`src/rtl/breakpoint_unit_pkg.sv`:
```
// Shared types and width helper for the GB80 breakpoint unit.
package gb80_bp_pkg;

  typedef enum logic [1:0] {
    BP_RUN  = 2'd0,
    BP_HALT = 2'd1,
    BP_SKIP = 2'd2
  } bp_state_t;

  // Ceiling log2, never less than 1 so select/pointer buses always exist.
  function automatic int bp_clog2(input int n);
    int w;
    w = 0;
    for (int i = 0; i < 31; i++) begin
      if ((1 << i) < n) w = i + 1;
    end
    return (w < 1) ? 1 : w;
  endfunction

endpackage

```
`src/rtl/breakpoint_unit_channel.sv`:
```
// One breakpoint channel: address register with byte-lane writes, enable flag,
// address compare and display-byte selection.
module bp_channel #(
  parameter int                    ADDR_WIDTH = 16,
  parameter logic [ADDR_WIDTH-1:0] RESET_ADDR = '1,
  parameter int                    BYTE_W     = 1
) (
  input  logic                  clock,
  input  logic                  reset_n,
  input  logic                  sel,
  input  logic                  write,
  input  logic                  toggle,
  input  logic [7:0]            part,
  input  logic [BYTE_W-1:0]     byte_ptr,
  input  logic [ADDR_WIDTH-1:0] cpu_addr,
  output logic                  enable,
  output logic                  match,
  output logic [7:0]            disp_byte
);

  localparam int NUM_BYTES = ADDR_WIDTH / 8;

  logic [ADDR_WIDTH-1:0] addr_q;
  logic                  enable_q;

  // Replace only the byte lane addressed by the shared pointer.
  always_ff @(posedge clock or negedge reset_n) begin
    if (!reset_n) begin
      addr_q <= RESET_ADDR;
    end else if (sel && write) begin
      for (int b = 0; b < NUM_BYTES; b++) begin
        if (byte_ptr == BYTE_W'(b)) addr_q[b*8 +: 8] <= part;
      end
    end
  end

  // Enable flag flips on each toggle of this channel.
  always_ff @(posedge clock or negedge reset_n) begin
    if (!reset_n) enable_q <= 1'b0;
    else if (sel && toggle) enable_q <= ~enable_q;
  end

  // Byte currently pointed at, for the 7-seg display.
  always_comb begin
    disp_byte = 8'h00;
    for (int b = 0; b < NUM_BYTES; b++) begin
      if (byte_ptr == BYTE_W'(b)) disp_byte = addr_q[b*8 +: 8];
    end
  end

  assign enable = enable_q;
  assign match  = enable_q && (cpu_addr == addr_q);

endmodule

```
`src/rtl/breakpoint_unit.sv`:
```
// GB80 breakpoint unit: NUM_BP channels, byte-wise config, halt/resume/skip FSM.
//
//   state   | meaning
//   --------+-------------------------------------------------------------
//   BP_RUN  | watching fetches; a qualified hit halts the CPU
//   BP_HALT | halt_req held high, fetches ignored until resume_in
//   BP_SKIP | next fetch is stepped past unmatched, then back to RUN
module breakpoint_unit
  import gb80_bp_pkg::*;
#(
  parameter int                    ADDR_WIDTH = 16,
  parameter int                    NUM_BP     = 4,
  parameter logic [ADDR_WIDTH-1:0] RESET_ADDR = {ADDR_WIDTH{1'b1}},
  localparam int                   NUM_BYTES  = ADDR_WIDTH / 8,
  localparam int                   SEL_W      = bp_clog2(NUM_BP),
  localparam int                   BYTE_W     = bp_clog2(NUM_BYTES)
) (
  input  logic                  clock,
  input  logic                  reset_n,
  input  logic [7:0]            cfg_part_in,
  input  logic [SEL_W-1:0]      cfg_sel_in,
  input  logic                  cfg_byte_next_in,
  input  logic                  cfg_write_in,
  input  logic                  cfg_en_toggle_in,
  output logic [7:0]            cfg_disp,
  output logic [BYTE_W-1:0]     cfg_byte_ptr,
  output logic [NUM_BP-1:0]     bp_enable,
  input  logic [ADDR_WIDTH-1:0] cpu_addr,
  input  logic                  cpu_fetch,
  input  logic                  resume_in,
  output logic                  halt_req,
  output logic [SEL_W-1:0]      hit_id
);

  logic [BYTE_W-1:0] byte_ptr_q;
  logic [NUM_BP-1:0] ch_sel;
  logic [NUM_BP-1:0] ch_match;
  logic [7:0]        ch_disp [NUM_BP];
  logic              hit_any;
  logic [SEL_W-1:0]  hit_idx;
  logic [SEL_W-1:0]  hit_id_q;
  bp_state_t         state_q, state_d;

  // Shared byte pointer, wraps at the top byte.
  always_ff @(posedge clock or negedge reset_n) begin
    if (!reset_n) begin
      byte_ptr_q <= '0;
    end else if (cfg_byte_next_in) begin
      byte_ptr_q <= (byte_ptr_q == BYTE_W'(NUM_BYTES - 1)) ? '0 : byte_ptr_q + 1'b1;
    end
  end

  // Per-channel decode of the selector; out-of-range values select nothing.
  always_comb begin
    for (int i = 0; i < NUM_BP; i++) ch_sel[i] = (cfg_sel_in == SEL_W'(i));
  end

  for (genvar g = 0; g < NUM_BP; g++) begin : g_ch
    bp_channel #(
      .ADDR_WIDTH (ADDR_WIDTH),
      .RESET_ADDR (RESET_ADDR),
      .BYTE_W     (BYTE_W)
    ) u_ch (
      .clock     (clock),
      .reset_n   (reset_n),
      .sel       (ch_sel[g]),
      .write     (cfg_write_in),
      .toggle    (cfg_en_toggle_in),
      .part      (cfg_part_in),
      .byte_ptr  (byte_ptr_q),
      .cpu_addr  (cpu_addr),
      .enable    (bp_enable[g]),
      .match     (ch_match[g]),
      .disp_byte (ch_disp[g])
    );
  end

  // Display mux; reads 8'h00 when no channel is selected.
  always_comb begin
    cfg_disp = 8'h00;
    for (int i = 0; i < NUM_BP; i++) begin
      if (ch_sel[i]) cfg_disp = ch_disp[i];
    end
  end

  // Fetch-qualified priority encoder, lowest index wins.
  always_comb begin
    hit_any = 1'b0;
    hit_idx = '0;
    for (int i = NUM_BP - 1; i >= 0; i--) begin
      if (cpu_fetch && ch_match[i]) begin
        hit_any = 1'b1;
        hit_idx = SEL_W'(i);
      end
    end
  end

  // FSM state register.
  always_ff @(posedge clock or negedge reset_n) begin
    if (!reset_n) state_q <= BP_RUN;
    else          state_q <= state_d;
  end

  // FSM next-state logic.
  always_comb begin
    state_d = state_q;
    case (state_q)
      BP_RUN:  if (hit_any)   state_d = BP_HALT;
      BP_HALT: if (resume_in) state_d = BP_SKIP;
      BP_SKIP: if (cpu_fetch) state_d = BP_RUN;
      default:                state_d = BP_RUN;
    endcase
  end

  // Winning channel is captured only when a halt is taken.
  always_ff @(posedge clock or negedge reset_n) begin
    if (!reset_n) hit_id_q <= '0;
    else if ((state_q == BP_RUN) && hit_any) hit_id_q <= hit_idx;
  end

  // FSM outputs, decoded from the registered state.
  always_comb begin
    halt_req = (state_q == BP_HALT);
  end

  assign hit_id       = hit_id_q;
  assign cfg_byte_ptr = byte_ptr_q;

endmodule

```
`config.mk`:
```
export PLATFORM = sky130hd
export DESIGN_NAME = breakpoint_unit
export DESIGN_NICKNAME = d
export VERILOG_FILES = /design/src/rtl/breakpoint_unit_pkg.sv /design/src/rtl/breakpoint_unit_channel.sv /design/src/rtl/breakpoint_unit.sv
export SDC_FILE = /design/constraint.sdc
export NUM_CORES = 1
export LEC_CHECK = 0
export ABC_AREA = 1
export CORE_MARGIN = 3
export CORE_UTILIZATION = 60
export DETAILED_ROUTE_END_ITERATION = 10
export HOLD_SLACK_MARGIN = 0.05
export PLACE_DENSITY = 0.84
export SYNTH_ARGS = -nofsm -noshare
export SYNTH_HDL_FRONTEND = slang
export SYNTH_HIERARCHICAL = 1
export SYNTH_SLANG_ARGS = --single-unit
```
`constraint.sdc`:
```
create_clock -name clock -period 2.9 [get_ports clock]
set_input_delay 0.29 -clock clock [delete_from_list [all_inputs] [get_ports clock]]
set_output_delay 0.29 -clock clock [all_outputs]
set_load 0.01 [all_outputs]
```
==> flow_metrics.py, run 1 <==
metrics = {
    "yosys": {
        "syn_area_per_cell_um2": 7.02,
        "synth_warnings": 6,
        "synth_cell_types": 25,
        "synth.net_count": 700,
        "yosys-top-cells-area": "dfstp_2 36%, nand2_1 20%, inv_1 8.8%",
        "ys_ff_latch": 73,
        "synth.top_cell.area_share_pct": 35.9,
        "syn_area_um2": 4680,
        "synth_top_cell_by_area": "dfstp_2",
        "ys_seq_area_share_pct": 40.7,
        "syn_inst": 667,
    },
    "cts": {
        "numCtsBuffers": 9,
        "cts_tree": "done",
        "cts-root-buf": "clkbuf_8",
        "post_cts_resized": 0,
        "cts_hold_buf": 0,
        "clk_pin_slew_worst_paths_ns": 0.08,
        "cts.sinks": 73,
        "clk_latency_ns": 0.35,
        "htree_levels": 3,
        "cts.path.max_buffers": 2,
        "cts_setup_buffers": 0,
    },
    "sta": {
        "relSlewSlack_pct": 44.0,
        "worstMarginPinSlew_ns": 0.841,
        "fin_crit_sh_pct": 86.9,
        "layout_setup_ws_ns": 0.380,
        "setup_violations": 0,
        "hold_violations": 0,
        "final.setup.tns_ns": 0,
        "hold_ws_ns": 0.0412,
        "fin_crit_ns": 2.52,
        "fmax_ghz": 0.397,
        "drv_slew": 0,
        "fin_skew_ns": 0.00622,
        "grt_setup_unrepaired": "false",
    },
    "finish": {
        "antennaDiodeCount": 0,
        "syn2layout_area_growth_pct": 15.3,
        "drive_above_1_share_pct": 16.9,
        "multi_input_area_um2": 2200,
        "design_area_um2": 5400,
        "final_cells": 825,
        "fillerInstances": 633,
        "final_util_pct": 72.8,
        "nets": 754,
        "regArea_um2": 1910,
    },
    "power_and_ir_drop": {
        "power.total_mw": 5.36,
        "p_sw_mw": 2.22,
        "vdd_drop_max_mv": 0.509,
        "switching_share_pct": 41.5,
        "power_frac_clock_pct": 13.5,
        "seqPwrFrac_pct": 43.6,
        "p_leak_nw": 2.60,
        "intPower_mw": 3.14,
        "p_comb_share_pct": 42.9,
        "power_density_nw_per_um2": 994,
    },
    "place": {
        "place_area_um2": 5220,
        "dpl.hpwl_um": 9990,
        "numPortBuffers": 48,
        "post-place-ws_ns": 0.600,
        "numPlacedInstances": 809,
        "routabilityCongestion": 0.992,
    },
    "floorplan": {
        "die_w_um": 94.3,
        "row_count": 31,
        "num_io_pins": 49,
        "core_um2": 7410,
        "initial_utilization_pct": 63.2,
        "fp.dieH_um": 94.3,
        "dieArea_um2": 8890,
    },
    "critical_path": {
        "start_kind": "flop",
        "r2r_cells": 13,
        "max_stage_delay_ns": 0.64,
        "cp_max_fo": 23,
        "r2r-start": "g_ch[1].u_ch/addr_q[15]$_DFFE_PN1P_",
        "path_cells": "buf_4 -> nand2_1 -> o21ai_1 -> nand2_1 -> nand4_1 -> clkdlybuf4s50_1",
        "worstPathArrival_ns": 2.23,
        "critPathCaptureType": "output pin",
        "timing.reg2reg.setup_slack_ns": 1.05,
        "crit_required_ns": 2.61,
        "r2r-end": "hit_id[0]$_DFFE_PN0P_",
        "crit_path_top_delay_cell": "dfrtp_2",
        "path_class": "flop to output pin",
        "cpMostUsedCell": "nand2_1",
    },
    "global_routing": {
        "grt_overflow": 0,
        "top_usage_layer": "met2",
        "met3_usage_pct": 5.53,
        "grt_first_pass_wirelength_um": 21400,
        "grt_max_degree": 39,
        "grt_util_met2_pct": 51.5,
        "antenna_found_initial": 0,
        "gr-usage-met1_pct": 42.5,
        "first_global_vias": 4285,
        "grt_use_total_pct": 32.0,
    },
    "flow_run": {
        "cap_violations": 0,
    },
    "worst_hold_path": {
        "hold_path.class": "input port to async pin",
    },
    "route": {
        "vias": 4500,
        "avgViaCountPerCell": 5.45,
        "wirelength_um": 13400,
        "drc": 0,
        "first_pass_iters": 5,
        "ant_nets": 0,
        "drt_iter0_drc": 288,
        "routedWlPerCell_um": 16.3,
    },
    "status": {
        "status": "finished clean",
    },
}
==> placed cells by master (no fill, tap or decap) <==
| cell type | n |
|---|---|
| o21ai_0 | 23 |
| clkinv_4 | 1 |
| nand3_2 | 4 |
| o21ai_2 | 14 |
| o21ai_1 | 72 |
| nand4_1 | 8 |
| a21oi_1 | 8 |
| clkinvlp_4 | 1 |
| clkinv_2 | 3 |
| dfstp_2 | 64 |
| inv_1 | 110 |
| o21bai_1 | 1 |
| dfrtp_2 | 1 |
| inv_2 | 8 |
| dfrtp_1 | 8 |
| nand2_2 | 2 |
| nand2_1 | 251 |
| xor2_1 | 9 |
| clkdlybuf4s50_1 | 47 |
| a21boi_0 | 1 |
| clkbuf_1 | 1 |
| o22ai_1 | 5 |
| nor2_1 | 28 |
| nor2_4 | 2 |
| nand3_1 | 9 |
| buf_4 | 7 |
| nor2_2 | 1 |
| buf_2 | 1 |
| nand3_4 | 4 |
| clkbuf_8 | 10 |
| clkinv_1 | 6 |
| xnor2_1 | 16 |
==> synthesized netlist by cell type <==
cell type	count
nand3_2	4
dfstp_2	64
nor2_2	1
nand2_2	2
xnor2_1	16
o21ai_1	72
nand2_1	251
xor2_1	9
o22ai_1	5
nor2_1	28
o21ai_0	23
buf_6	8
a21oi_1	8
inv_1	110
buf_2	4
nor2_4	2
a21boi_0	1
o21ai_2	14
nand4_1	8
nand3_1	9
clkinv_1	6
nand3_4	4
inv_2	8
dfrtp_1	9
o21bai_1	1
==> layer usage <==
metal,vias up,routed length [µm],part of all wire (%)
met5,-,0,0
met4,0,568,4.2
met3,44,1010,7.5
met2,222,6170,46
met1,2068,5670,42
li1,2166,-,-
==> power by group through the flow <==
stage	clock (mW)	combinational [mW]	sequential, mW
final	0.725	2.30	2.34
after global routing	0.785	2.58	2.40
after CTS	0.734	2.27	2.33
after detailed placement	0	2.25	2.33
after global placement	0	2.19	2.32
after floorplan	0	1.58	2.19
==> layout make-up <==
cell class / instances / share of cell area (%)
clock inverters: 5 / 0.580
repair buffers: 55 / 9.79
multi-input cells: 458 / 40.7
clock buffers: 11 / 2.62
inverters: 124 / 8.63
well taps: 99 / 2.30
flip-flops and latches: 73 / 35.4
==> how the worst max path moves through the flow <==
| stage | start | to | cells past startpoint |
|---|---|---|---|
| 6_report | cfg_byte_ptr$_DFFE_PN0P_ | cfg_disp[3] | 6 |
| 5_1_grt | cfg_byte_ptr$_DFFE_PN0P_ | cfg_disp[7] | 5 |
| 4_1_cts | cfg_byte_ptr$_DFFE_PN0P_ | cfg_disp[3] | 6 |
| 3_5_place_dp | cfg_sel_in[0] | cfg_disp[3] | 6 |
| 3_3_place_gp | cfg_sel_in[1] | cfg_disp[3] | 5 |
| 2_1_floorplan | cfg_byte_ptr$_DFFE_PN0P_ | cfg_disp[5] | 5 |
==> flip-flops by register name, indices dropped and copies added, names as in the netlist <==
name,count
g_ch.u_ch/enable,4
g_ch.u_ch/addr_q,64
state_q,2
cfg_byte_ptr,1
hit_id,2
==> kinds of logic (layout without fill, tap and decap cells) <==
group | count (synthesis) | count (layout) | synth area share, %
AND/OR/NAND/NOR | 309 | 309 | 27.6
flip-flops | 73 | 73 | 40.7
XOR/XNOR | 25 | 25 | 4.68
AO/OA/AOI/OAI | 124 | 124 | 14.6
buffers and inverters | 136 | 195 | 12.3
==> worst max-delay path: cells and delay by family (launching register included) <==
family	cells	cell delay [ns]
AO/OA/AOI/OAI	1	0.09
buffers and inverters	2	0.86
flip-flops	1	0.64
AND/OR/NAND/NOR	3	0.29
(Power assumes the default switching activity.)
==> inputs of run 2 (changes only) <==
--- a/config.mk
+++ b/config.mk
@@ -13,5 +13,4 @@
 export PLACE_DENSITY = 0.84
 export SYNTH_ARGS = -nofsm -noshare
 export SYNTH_HDL_FRONTEND = slang
-export SYNTH_HIERARCHICAL = 1
 export SYNTH_SLANG_ARGS = --single-unit
==> flow_metrics.py, run 2 <==
metrics = {
    "status": {
        "status": "finished clean",
    },
    "cts": {
        "cts_tree": "done",
        "clk_pin_slew_worst_paths_ns": 0.07,
        "cts.sinks": 73,
        "htree_levels": 3,
        "numCtsBuffers": 9,
        "post_cts_resized": 0,
        "cts.path.max_buffers": 2,
        "clk_latency_ns": 0.36,
        "cts-root-buf": "clkbuf_8",
    },
    "yosys": {
        "ys_seq_area_share_pct": 43.2,
        "yosys-top-cells-area": "dfstp_2 38%, nand2_1 18%, o21ai_0 5.8%",
        "synth_top_cell_by_area": "dfstp_2",
        "ys_ff_latch": 73,
        "synth_warnings": 0,
        "synth.top_cell.area_share_pct": 38.1,
        "syn_area_um2": 4410,
        "syn_inst": 615,
        "synth_edf_count": 0,
        "synth_most_common_cell": "nand2_1",
        "synth.net_count": 648,
        "synth_cell_types": 32,
        "yosys-top-cells-count": "206 x nand2_1, 67 x inv_1, 64 x dfstp_2",
        "syn_area_per_cell_um2": 7.17,
        "ys_dominant_reg_cell": "dfstp_2",
        "async_flop_share_pct": 100,
    },
    "flow_run": {
        "cap_violations": 0,
    },
    "place": {
        "dpl.hpwl_um": 9910,
        "numPortBuffers": 48,
        "post-place-ws_ns": 0.259,
        "place_area_um2": 4910,
        "routabilityCongestion": 0.997,
    },
    "route": {
        "drc": 0,
        "avgViaCountPerCell": 5.67,
        "wirelength_um": 13200,
        "first_pass_iters": 5,
        "routedWlPerCell_um": 17.5,
        "ant_nets": 0,
        "drt_iter0_drc": 327,
        "vias": 4283,
    },
    "floorplan": {
        "dieArea_um2": 8420,
        "die_w_um": 91.8,
        "num_io_pins": 49,
        "initial_utilization_pct": 63.5,
        "fp.dieH_um": 91.8,
        "core_um2": 6940,
        "row_count": 30,
    },
    "critical_path": {
        "cp_max_fo": 10,
        "crit_buf_inv": 4,
        "r2r-start": "g_ch[1].u_ch.addr_q[3]$_DFFE_PN1P_",
        "start_kind": "input port",
        "timing.reg2reg.setup_slack_ns": 1.12,
        "max_stage_delay_ns": 0.60,
        "crit_required_ns": 2.61,
        "path_cells": "clkdlybuf4s50_1 -> inv_2 -> nor2_4 -> inv_2 -> o21ai_1 -> a221oi_1 -> o31ai_1 -> clkdlybuf4s50_1",
        "critPathCaptureType": "output pin",
        "worstPathArrival_ns": 2.36,
        "critPathTopFamily": "buffers and inverters",
        "r2r_cells": 11,
        "r2r-end": "hit_id[0]$_DFFE_PN0P_",
        "crit_path_top_delay_cell": "clkdlybuf4s50_1",
        "path_class": "input port to output pin",
    },
    "global_routing": {
        "grt_overflow": 0,
        "grt_first_pass_wirelength_um": 21400,
        "antenna_found_initial": 0,
        "grt_max_degree": 44,
        "first_global_vias": 4141,
        "grt_use_total_pct": 33.0,
    },
    "finish": {
        "syn2layout_area_growth_pct": 17.3,
        "regMostFlops": "g_ch.u_ch.addr_q",
        "drive_above_1_share_pct": 16.5,
        "largest_reg_flops": 64,
        "nets": 687,
        "design_area_um2": 5170,
        "antennaDiodeCount": 0,
        "mostFrequentLayoutCells": "206 x nand2_1, 67 x inv_1, 64 x dfstp_2",
        "final_common_cell": "nand2_1",
        "fillerInstances": 571,
    },
    "power_and_ir_drop": {
        "p_leak_nw": 2.35,
        "power_density_nw_per_um2": 1060,
        "vdd_drop_max_mv": 0.676,
    },
    "worst_hold_path": {
        "whs_path_depth": 2,
        "min_from": "g_ch[3].u_ch.addr_q[7]$_DFFE_PN1P_",
        "hold_path.class": "flop to flop",
        "min_to": "g_ch[3].u_ch.addr_q[7]$_DFFE_PN1P_",
    },
    "sta": {
        "drv_slew": 0,
        "hold_violations": 0,
        "fin_crit_sh_pct": 91.2,
        "fmax_ghz": 0.378,
        "relSlewSlack_pct": 51.6,
        "layout_setup_ws_ns": 0.254,
        "fin_crit_ns": 2.65,
        "final.setup.tns_ns": 0,
        "grt_setup_unrepaired": "false",
        "setup_violations": 0,
        "fin_skew_ns": 0.0143,
        "worstMarginPinSlew_ns": 0.726,
    },
}
==> run 2: cell types whose count changed after synthesis, moves of 5 or more <==
cell	delta
nand2_1	-45
inv_1	-43
o21ai_0	+28
o21ai_1	-22
nor2_1	+17
o21ai_2	-14
a21oi_1	+10
buf_6	-8
buf_2	+7
buf_4	+6
clkinv_1	-6
nand4_1	-5
xor2_1	-5
==> run 2: worst max-delay path by stage <==
stage                                        start           to  slack [ns]  cells past startpoint
after floorplan           cfg_byte_ptr$_DFFE_PN0P_  cfg_disp[2]        1.26                      6
after global placement               cfg_sel_in[0]  cfg_disp[5]        0.34                      8
after detailed placement             cfg_sel_in[0]  cfg_disp[5]        0.26                      8
after CTS                            cfg_sel_in[0]  cfg_disp[5]        0.27                      8
after global routing                 cfg_sel_in[0]  cfg_disp[5]        0.17                      8
final                                cfg_sel_in[0]  cfg_disp[5]        0.25                      8
==> run 2: logic make-up after synthesis <==
group                  Yosys count  share of synthesized area (%)
flip-flops                      73                           43.2
AO/OA/AOI/OAI                  137                           16.8
AND/OR/NAND/NOR                279                           25.6
XOR/XNOR                        24                           4.76
buffers and inverters          102                           9.61
==> run 2: power by group <==
group | switching [mW] | internal (mW)
Combinational | 1.20 | 0.865
Sequential | 0.538 | 1.84
Clock | 0.432 | 0.582
Total | 2.17 | 3.29
==> run 2: what timing repair did <==
action                                 CTS  global route
hold buffers                             1             0
buffers inserted                         0             0
endpoints found under the hold margin    1             0
==> run 2: layer usage <==
metal  routed length [µm]  share of wire, %  track usage [%]
met1                 5700                43             46.0
met2                 6190                47             52.6
met3                 1030               7.8             4.84
met4                  308               2.3             11.8
met5                    0                 0                0
==> run 2: through the flow <==
stage / instances / util (%) / total power [mW] / hold slack, ns
4_1_cts: 755 / 74.5 / 5.42 / 0.478
5_1_grt: 755 / 74.5 / 5.81 / 0.488
2_1_floorplan: 615 / - / 3.61 / -0.00559
3_3_place_gp: 738 / 70.8 / 4.31 / 0.367
3_5_place_dp: 738 / 70.8 / 4.40 / 0.383
6_report: 755 / 74.5 / 5.46 / 0.476
==> run 2: tightest hold or removal path: cells and delay by family (launching register included) <==
kind             cells  cell delay (ns)
flip-flops           1             0.37
AND/OR/NAND/NOR      1             0.05
AO/OA/AOI/OAI        1             0.05
==> run 2: final cells by class <==
class | count | area [µm²] | area share (%)
well taps | 96 | 120 | 2.32
repair buffers | 53 | 528 | 10.2
inverters | 77 | 289 | 5.59
clock inverters | 7 | 125 | 2.42
multi-input cells | 440 | 2080 | 40.2
clock buffers | 9 | 124 | 2.39
flip-flops and latches | 73 | 1910 | 36.9
==> inputs of run 3 (changes only) <==
--- a/config.mk
+++ b/config.mk
@@ -11,6 +11,7 @@
 export DETAILED_ROUTE_END_ITERATION = 10
 export HOLD_SLACK_MARGIN = 0.05
 export PLACE_DENSITY = 0.84
+export SLEW_MARGIN = 0
 export SYNTH_ARGS = -nofsm -noshare
 export SYNTH_HDL_FRONTEND = slang
 export SYNTH_SLANG_ARGS = --single-unit
==> results of run 3 <==
The final DEF is identical to that of run 2; final timing and power are the same.
